[src/rtl/imm_pkg.sv]
// Shared types and constants for the pipelined immediate generator.
// Format-select encoding, occupancy states and the select width.
package imm_pkg;

    localparam int IMMSRC_W = 3;

    typedef enum logic [IMMSRC_W-1:0] {
        IMM_I = 3'b000,
        IMM_S = 3'b001,
        IMM_B = 3'b010,
        IMM_J = 3'b011,
        IMM_U = 3'b100,
        IMM_Z = 3'b101
    } immsrc_e;

    typedef enum logic [1:0] {
        OCC_EMPTY = 2'b00,
        OCC_ONE   = 2'b01,
        OCC_TWO   = 2'b10
    } occ_e;

endpackage

[src/rtl/imm_decode.sv]
// Combinational immediate extract/extend for RV32I/RV64I formats plus CSR zimm.
// Undefined selects return zero with err set.
module imm_decode
    import imm_pkg::*;
#(
    parameter int XLEN = 32
) (
    input  logic [24:0]         instr_31_7,
    input  logic [IMMSRC_W-1:0] immsrc,
    output logic [XLEN-1:0]     immext,
    output logic                err
);

    logic        sign;
    logic [31:0] imm32;

    // Indices below are instruction bit positions minus 7.
    always_comb begin
        sign  = instr_31_7[24];
        imm32 = '0;
        err   = 1'b0;
        case (immsrc_e'(immsrc))
            IMM_I: imm32 = {{20{sign}}, instr_31_7[24:13]};
            IMM_S: imm32 = {{20{sign}}, instr_31_7[24:18], instr_31_7[4:0]};
            IMM_B: imm32 = {{19{sign}}, instr_31_7[24], instr_31_7[0],
                            instr_31_7[23:18], instr_31_7[4:1], 1'b0};
            IMM_J: imm32 = {{11{sign}}, instr_31_7[24], instr_31_7[12:5],
                            instr_31_7[13], instr_31_7[23:14], 1'b0};
            IMM_U: imm32 = {instr_31_7[24:5], 12'b0};
            IMM_Z: imm32 = {27'b0, instr_31_7[12:8]};
            default: err = 1'b1;
        endcase
    end

    // Z has bit 31 clear, so sign-extending every format is correct for RV64.
    if (XLEN == 64) begin : g_ext64
        assign immext = {{32{imm32[31]}}, imm32};
    end else begin : g_ext32
        assign immext = imm32;
    end

endmodule

[src/rtl/imm_gen_pipe.sv]
// Immediate generator with valid/ready handshake and a 2-entry skid buffer.
// Decode happens on the input side; main register drives the outputs directly.
module imm_gen_pipe
    import imm_pkg::*;
#(
    parameter int XLEN = 32,
    parameter int TAGW = 5
) (
    input  logic                clk,
    input  logic                rst_n,
    input  logic                in_valid,
    output logic                in_ready,
    input  logic [24:0]         in_instr_31_7,
    input  logic [IMMSRC_W-1:0] in_immsrc,
    input  logic [TAGW-1:0]     in_tag,
    output logic                out_valid,
    input  logic                out_ready,
    output logic [XLEN-1:0]     out_immext,
    output logic [TAGW-1:0]     out_tag,
    output logic                out_err
);

    if (XLEN != 32 && XLEN != 64) begin : g_bad_xlen
        $error("imm_gen_pipe: XLEN must be 32 or 64");
    end
    if (TAGW < 1) begin : g_bad_tagw
        $error("imm_gen_pipe: TAGW must be at least 1");
    end

    typedef struct packed {
        logic [XLEN-1:0] immext;
        logic [TAGW-1:0] tag;
        logic            err;
    } imm_entry_t;

    logic [XLEN-1:0] dec_immext;
    logic            dec_err;
    imm_entry_t      dec_entry;

    occ_e       state_q, state_d;
    imm_entry_t main_q, main_d;
    imm_entry_t skid_q, skid_d;
    logic       in_ready_q, in_ready_d;
    logic       out_valid_q, out_valid_d;
    logic       push, pop;

    imm_decode #(.XLEN(XLEN)) u_decode (
        .instr_31_7 (in_instr_31_7),
        .immsrc     (in_immsrc),
        .immext     (dec_immext),
        .err        (dec_err)
    );

    assign dec_entry = '{immext: dec_immext, tag: in_tag, err: dec_err};

    // Handshakes use only registered flags, so out_ready never reaches in_ready.
    always_comb begin
        state_d = state_q;
        main_d  = main_q;
        skid_d  = skid_q;
        push    = in_valid && in_ready_q;
        pop     = out_valid_q && out_ready;
        case (state_q)
            OCC_EMPTY: begin
                if (push) begin
                    state_d = OCC_ONE;
                    main_d  = dec_entry;
                end
            end
            OCC_ONE: begin
                if (push && !pop) begin
                    state_d = OCC_TWO;
                    skid_d  = dec_entry;
                end else if (push && pop) begin
                    main_d  = dec_entry;
                end else if (pop) begin
                    state_d = OCC_EMPTY;
                end
            end
            OCC_TWO: begin
                if (pop) begin
                    state_d = OCC_ONE;
                    main_d  = skid_q;
                end
            end
            default: state_d = OCC_EMPTY;
        endcase
        in_ready_d  = (state_d != OCC_TWO);
        out_valid_d = (state_d != OCC_EMPTY);
    end

    always_ff @(posedge clk) begin
        if (!rst_n) begin
            state_q     <= OCC_EMPTY;
            main_q      <= '0;
            in_ready_q  <= 1'b1;
            out_valid_q <= 1'b0;
        end else begin
            state_q     <= state_d;
            main_q      <= main_d;
            in_ready_q  <= in_ready_d;
            out_valid_q <= out_valid_d;
        end
    end

    // Skid contents only matter while occupied, so no reset is needed.
    always_ff @(posedge clk) begin
        skid_q <= skid_d;
    end

    assign in_ready   = in_ready_q;
    assign out_valid  = out_valid_q;
    assign out_immext = main_q.immext;
    assign out_tag    = main_q.tag;
    assign out_err    = main_q.err;

endmodule

[config.mk]
export PLATFORM = sky130hd
export DESIGN_NAME = imm_gen_pipe
export DESIGN_NICKNAME = d
export VERILOG_FILES = /design/src/rtl/imm_pkg.sv /design/src/rtl/imm_decode.sv /design/src/rtl/imm_gen_pipe.sv
export SDC_FILE = /design/constraint.sdc
export NUM_CORES = 1
export LEC_CHECK = 0
export ABC_CLOCK_PERIOD_IN_PS = 4200
export CORE_MARGIN = 2
export CORE_UTILIZATION = 40
export DETAILED_ROUTE_END_ITERATION = 10
export GPL_ROUTABILITY_DRIVEN = 1
export MAX_ROUTING_LAYER = met4
export PLACE_DENSITY = 0.68
export SYNTH_ARGS = -nofsm -noshare
export SYNTH_HDL_FRONTEND = slang
export SYNTH_SLANG_ARGS = --single-unit
[constraint.sdc]
create_clock -name clk -period 4.2 [get_ports clk]
set_input_delay 1.26 -clock clk [delete_from_list [all_inputs] [get_ports clk]]
set_output_delay 1.26 -clock clk [all_outputs]
set_load 0.03 [all_outputs]
==> impl_metrics.env, run 1 <==
export IMPL_yosys_area_top_type="edfxtp_1"
export IMPL_syn_num_nets=386
export IMPL_p_per_area_nw_per_um2=417
export IMPL_worstPathArrival_ns=3.41
export IMPL_crit_slowest_cell="nor3b_2"
export IMPL_syn_area_um2=3620
export IMPL_ys_ff_latch=80
export IMPL_synth_cell_types=44
export IMPL_grt_overflow=0
export IMPL_cap_violations=0
export IMPL_ir_drop_uv=169
export IMPL_drv_slew=0
export IMPL_die_area_um2=9830
export IMPL_rows=34
export IMPL_clk_pin_slew_ns=0.08
export IMPL_rsz0062_at_grt="no"
export IMPL_nNetsFinal=453
export IMPL_area_growth_pct=28.4
export IMPL_crit_buf_inv=1
export IMPL_die_h_um=99.1
export IMPL_setup_viol=0
export IMPL_cts_setup_buffers=0
export IMPL_power_w=0.00194
export IMPL_diodes=0
export IMPL_synth_top_cells_by_area="edfxtp_1 (32%), dfxtp_1 (23%), nand2_1 (6.3%), o211a_1 (4.1%), a21o_1 (3.9%)"
export IMPL_grt_pass1_wl_mm=15.1
export IMPL_required_ns=4.47
export IMPL_clock_sinks=80
export IMPL_cts_tree="done"
export IMPL_yosys_warnings=0
export IMPL_end_kind="register"
export IMPL_whs_ns=0.470
export IMPL_relSlewSlack_pct=44.2
export IMPL_min_period_ns=3.14
export IMPL_grt_pass1_vias=2927
export IMPL_cp_top_family="simple AND/OR/NAND/NOR gates"
export IMPL_cp_start_kind="input port"
export IMPL_start_util_pct=41.3
export IMPL_ctsHoldBuffers=0
export IMPL_leakagePower_nw=1.87
export IMPL_timing_final_crit_share_pct=74.9
export IMPL_dieWidth_um=99.1
export IMPL_clockRootBuffer="clkbuf_8"
export IMPL_avgViaCountPerCell=5.55
export IMPL_h_tree_depth=3
export IMPL_ys_seq_area_share_pct=54.8
export IMPL_path_max_fanout=17
export IMPL_worst_pin_slew_ns=0.834
export IMPL_fmax_ghz=0.318
export IMPL_fin_setup_tns_ns=0
export IMPL_drtIter0Drc=198
export IMPL_critPathMaxStageDelay_ns=0.86
export IMPL_layout_common_cells="clkdlybuf4s50_1 (76), nand2_1 (61), dfxtp_1 (42), edfxtp_1 (38), a31oi_1 (20)"
export IMPL_grt_max_degree=39
export IMPL_antenna_found_initial=0
export IMPL_clk_latency_ns=0.36
export IMPL_syn_inst=349
export IMPL_mostFrequentLayoutCell="clkdlybuf4s50_1"
export IMPL_syn_area_per_cell_um2=10.4
export IMPL_cts_buffers_inserted=9
export IMPL_hold_violations=0
export IMPL_skew_ns=0.0104
export IMPL_clk_path_buf_depth=2
export IMPL_wire_per_inst_um=17.3
export IMPL_drive_gt1_share_pct=8.55
export IMPL_track_usage_pct=20.0
export IMPL_port_buffers=76
export IMPL_antenna_left=0
export IMPL_synth_largest_type_area_fraction_pct=31.5
export IMPL_dp_hpwl_mm=6.20
export IMPL_core_um2=8760
export IMPL_hold_class="reg -> reg"
export IMPL_crit_chain="clkdlybuf4s50_1 > nor3b_2 > a21o_1 > a211oi_1 > o32ai_1"
export IMPL_status="finished clean"
export IMPL_vias=2938
export IMPL_first_pass_iters=5
export IMPL_synth_edf_count=38
export IMPL_synthArstFlopShare_pct=0
export IMPL_crit_type="in -> reg"
export IMPL_drc=0
export IMPL_gp_congestion=0.766
export IMPL_routed_wirelength_mm=9.17
export IMPL_ys_flop_type="dfxtp_1"
export IMPL_cts_resized=0
export IMPL_io_pins=77
## layer usage
metal	track usage, %	share of wire (%)	wire length [µm]	vias up
met2	29.2	46	4240	85
li1	-	-	-	1435
met1	27.7	47	4320	1405
met3	3.58	4.8	436	13
met5	-	0	0	-
met4	7.69	1.8	168	0
## synthesized netlist by cell type (2+ instances only)
cell type / number
o211ai_1: 5
buf_1: 2
nor3_1: 5
o21ai_1: 14
mux2i_1: 9
a21oi_1: 13
and2_1: 3
o221ai_1: 2
a31oi_1: 20
o21ai_0: 7
nor2_1: 3
dfxtp_1: 42
o22ai_1: 5
nor2b_1: 8
o211a_1: 15
clkbuf_1: 7
edfxtp_1: 38
o21a_1: 2
inv_1: 2
o221a_2: 2
a22oi_1: 6
and2b_1: 2
a211oi_1: 2
a21o_1: 19
nor3b_2: 3
buf_2: 16
buf_4: 4
nand3_1: 15
nand2_1: 61
o2bb2ai_1: 3
## where the power goes
part | internal, W | leakage [nW] | switching, W
sequential | 0.000891 | 0.698 | 0.0000387
combinational | 0.000206 | 1.08 | 0.000281
clock | 0.000220 | 0.0904 | 0.000300
total | 0.00132 | 1.87 | 0.000619
## through the flow
step,area (µm²),instances,util [%],setup WS [ns]
after floorplan,3620,349,-,0.852
after global placement,4470,513,51.0,0.767
after detailed placement,4470,513,51.0,0.716
after CTS,4650,529,53.0,1.09
after global routing,4650,529,53.0,0.843
final,4650,529,53.0,1.06
## logic make-up after synthesis
logic type,Yosys count,synth area share (%)
simple gates,108,14.5
buf+inv,32,4.29
flops,80,54.8
mux,9,2.49
compound gates,119,23.2
xor+xnor,1,0.761
## worst min-delay path: stages (launching register included)
cell and delay (ns):
dfxtp_1 0.31, nand2_1 0.05, o2bb2ai_1 0.06
## area by class of cell
type	count	area (µm²)
clock inverters	7	52.6
multi-input cells	237	1500
repair buffers	85	841
fillers	789	4120
clock buffers	9	124
inverters	3	11.3
flip-flops and latches	80	1980
well taps	108	135
## worst paths after layout
| check | startpoint | end | slack [ns] | cells after the start |
|---|---|---|---|---|
| max reg2reg | state_q[1]$_SDFF_PN0_ | out_immext[25]$_SDFFE_PN0P_ | 2.07 | 5 |
| min reg2reg | out_immext[3]$_SDFFE_PN0P_ | out_immext[3]$_SDFFE_PN0P_ | 0.47 | 2 |
| max | in_immsrc[1] | out_immext[17]$_SDFFE_PN0P_ | 1.06 | 5 |
| min | out_immext[3]$_SDFFE_PN0P_ | out_immext[3]$_SDFFE_PN0P_ | 0.47 | 2 |
## state kept, by name (all words and copies together) (netlist names)
register,cells
out_err,1
out_valid,1
in_ready,1
state_q,2
out_tag,5
skid_q,38
out_immext,32
Note: power is estimated with default switching activity, not from simulation.
==> run 2, diff against run 1 <==
- ABC_CLOCK_PERIOD_IN_PS: 4200 -> 2680
- clock period: 4.2 -> 2.68 ns (I/O delays scaled with it)
==> run 2 against run 1 <==
  * Combinational power grew 60%
  * Total power increased by 71%
  * Wire length down 2.6%
  * Sequential power grew 56%
  * Critical path type is now reg -> out
  * Clock-buffer cell count grew 1
  * Die area unchanged
  * Clock power up 110%
  * Final cell count up 1.9%
==> impl_metrics.env, run 2 (synthesized netlist as in run 1, its figures left out) <==
export IMPL_worstPathArrival_ns=1.43
export IMPL_drtIter0Drc=157
export IMPL_r2r_start="state_q[1]$_SDFF_PN0_"
export IMPL_ff_latch_area_um2=1980
export IMPL_layout_common_cells="clkdlybuf4s50_1 (76), nand2_1 (61), dfxtp_1 (42), edfxtp_1 (38), a31oi_1 (20)"
export IMPL_ir_drop_uv=313
export IMPL_cp_top_family="buffers and inverters"
export IMPL_path_max_fanout=2
export IMPL_grt_max_degree=39
export IMPL_core_um2=8760
export IMPL_critPathMaxStageDelay_ns=0.69
export IMPL_whs_path_depth=2
export IMPL_clk_latency_ns=0.36
export IMPL_avgViaCountPerCell=5.46
export IMPL_required_ns=1.88
export IMPL_min_to="out_immext[19]$_SDFFE_PN0P_"
export IMPL_layout_cells_non_filler=539
export IMPL_dp_slack_ns=0.181
export IMPL_clk_path_buf_depth=2
export IMPL_clk_pin_slew_ns=0.09
export IMPL_fill_cells=776
export IMPL_die_h_um=99.1
export IMPL_crit_slowest_cell="clkdlybuf4s50_1"
export IMPL_ff2ff_path_depth=5
export IMPL_io_pins=77
export IMPL_cap_violations=0
export IMPL_clock_sinks=80
export IMPL_crit_buf_inv=1
export IMPL_antenna_left=0
export IMPL_min_delay_start="out_immext[19]$_SDFFE_PN0P_"
export IMPL_leakagePower_nw=1.96
export IMPL_fmax_ghz=0.447
export IMPL_h_tree_depth=3
export IMPL_p_per_area_nw_per_um2=688
export IMPL_rsz0062_at_grt="no"
export IMPL_port_buffers=76
export IMPL_skew_ns=0.00820
export IMPL_dp_cells=523
export IMPL_crit_chain="clkdlybuf4s50_1"
export IMPL_status="finished clean"
export IMPL_dp_hpwl_mm=6.33
export IMPL_wire_per_inst_um=16.6
export IMPL_grt_pass1_wl_mm=14.6
export IMPL_diodes=0
export IMPL_mostFrequentLayoutCell="clkdlybuf4s50_1"
export IMPL_drv_slew=0
export IMPL_hold_class="reg -> reg"
export IMPL_top_register="skid_q"
export IMPL_grt_overflow=0
export IMPL_cts_tree="done"
export IMPL_min_period_ns=2.24
export IMPL_cp_start_kind="register"
export IMPL_drive_gt1_share_pct=10.4
export IMPL_first_pass_iters=5
export IMPL_die_area_um2=9830
export IMPL_nNetsFinal=463
export IMPL_ctsHoldBuffers=0
export IMPL_clockRootBuffer="clkbuf_8"
export IMPL_cts_resized=0
export IMPL_hold_violations=0
export IMPL_fin_setup_tns_ns=0
export IMPL_routed_wirelength_mm=8.93
export IMPL_start_util_pct=41.3
export IMPL_dieWidth_um=99.1
export IMPL_track_usage_pct=19.5
export IMPL_relSlewSlack_pct=46.6
export IMPL_crit_type="reg -> out"
export IMPL_finalWorstSetupSlack_ns=0.444
export IMPL_area_growth_pct=33.0
export IMPL_cts_buffers_inserted=9
export IMPL_drc=0
export IMPL_antenna_found_initial=0
export IMPL_vias=2941
export IMPL_end_kind="output pin"
export IMPL_cts_setup_buffers=0
export IMPL_whs_ns=0.467
export IMPL_reg2reg_to="out_tag[3]$_SDFFE_PN0P_"
export IMPL_rows=34
export IMPL_timing_final_crit_share_pct=83.4
export IMPL_grt_pass1_vias=2890
export IMPL_multi_input_area_um2=1500
export IMPL_largest_reg_flops=38
export IMPL_r2r_slack_ns=0.73
export IMPL_worst_pin_slew_ns=0.801
export IMPL_gp_congestion=0.850
export IMPL_setup_viol=0
-- run 2: through the flow --
step           instance area (µm²)  util [%]  power, W
4_1_cts                       4820      55.0   0.00334
2_1_floorplan                 3630         -   0.00194
5_1_grt                       4820      55.0   0.00346
3_5_place_dp                  4570      52.2   0.00226
6_report                      4820      55.0   0.00331
3_3_place_gp                  4570      52.2   0.00225
-- run 2: final cells by class --
class                   instances  area share, %
flip-flops and latches         80           41.2
multi-input cells             237           31.2
repair buffers                 95           19.5
well taps                     108           2.81
clock buffers                  10           2.65
clock inverters                 6           2.42
inverters                       3          0.234
-- run 2: power by group --
part	internal, W	total, W	switching (W)
Combinational	0.000340	0.000780	0.000440
Clock	0.000626	0.00108	0.000454
Sequential	0.00140	0.00145	0.0000580
-- run 2: worst max path at each step --
stage	from	to	slack, ns	cells after the start
after floorplan	out_ready	skid_q[0]$_DFFE_PP_	0.34	3
after global placement	in_valid	out_immext[1]$_SDFFE_PN0P_	0.23	6
after detailed placement	in_valid	out_immext[1]$_SDFFE_PN0P_	0.18	6
after CTS	out_immext[4]$_SDFFE_PN0P_	out_immext[4]	0.44	1
after global routing	out_valid$_SDFF_PN0_	out_valid	0.40	1
final	out_immext[4]$_SDFFE_PN0P_	out_immext[4]	0.44	1
-- run 2: worst reg2reg max path, delay by kind of cell, from the launching register on --
family / cells / cell delay, ns
buffers and inverters: 1 / 0.30
and+or+nand+nor: 3 / 0.89
DFF: 1 / 0.58
AOI/OAI and AO/OA: 1 / 0.14
-- run 2: metal layers --
layer  share of wire (%)  wire length [µm]  up-vias  GRT usage [%]
li1                    -                 -     1456              -
met1                  47              4200     1395           26.3
met2                  47              4220       78           29.8
met3                 4.0               357       12           2.74
met4                 1.7               149        0           8.01
met5                   0                 0        -              -
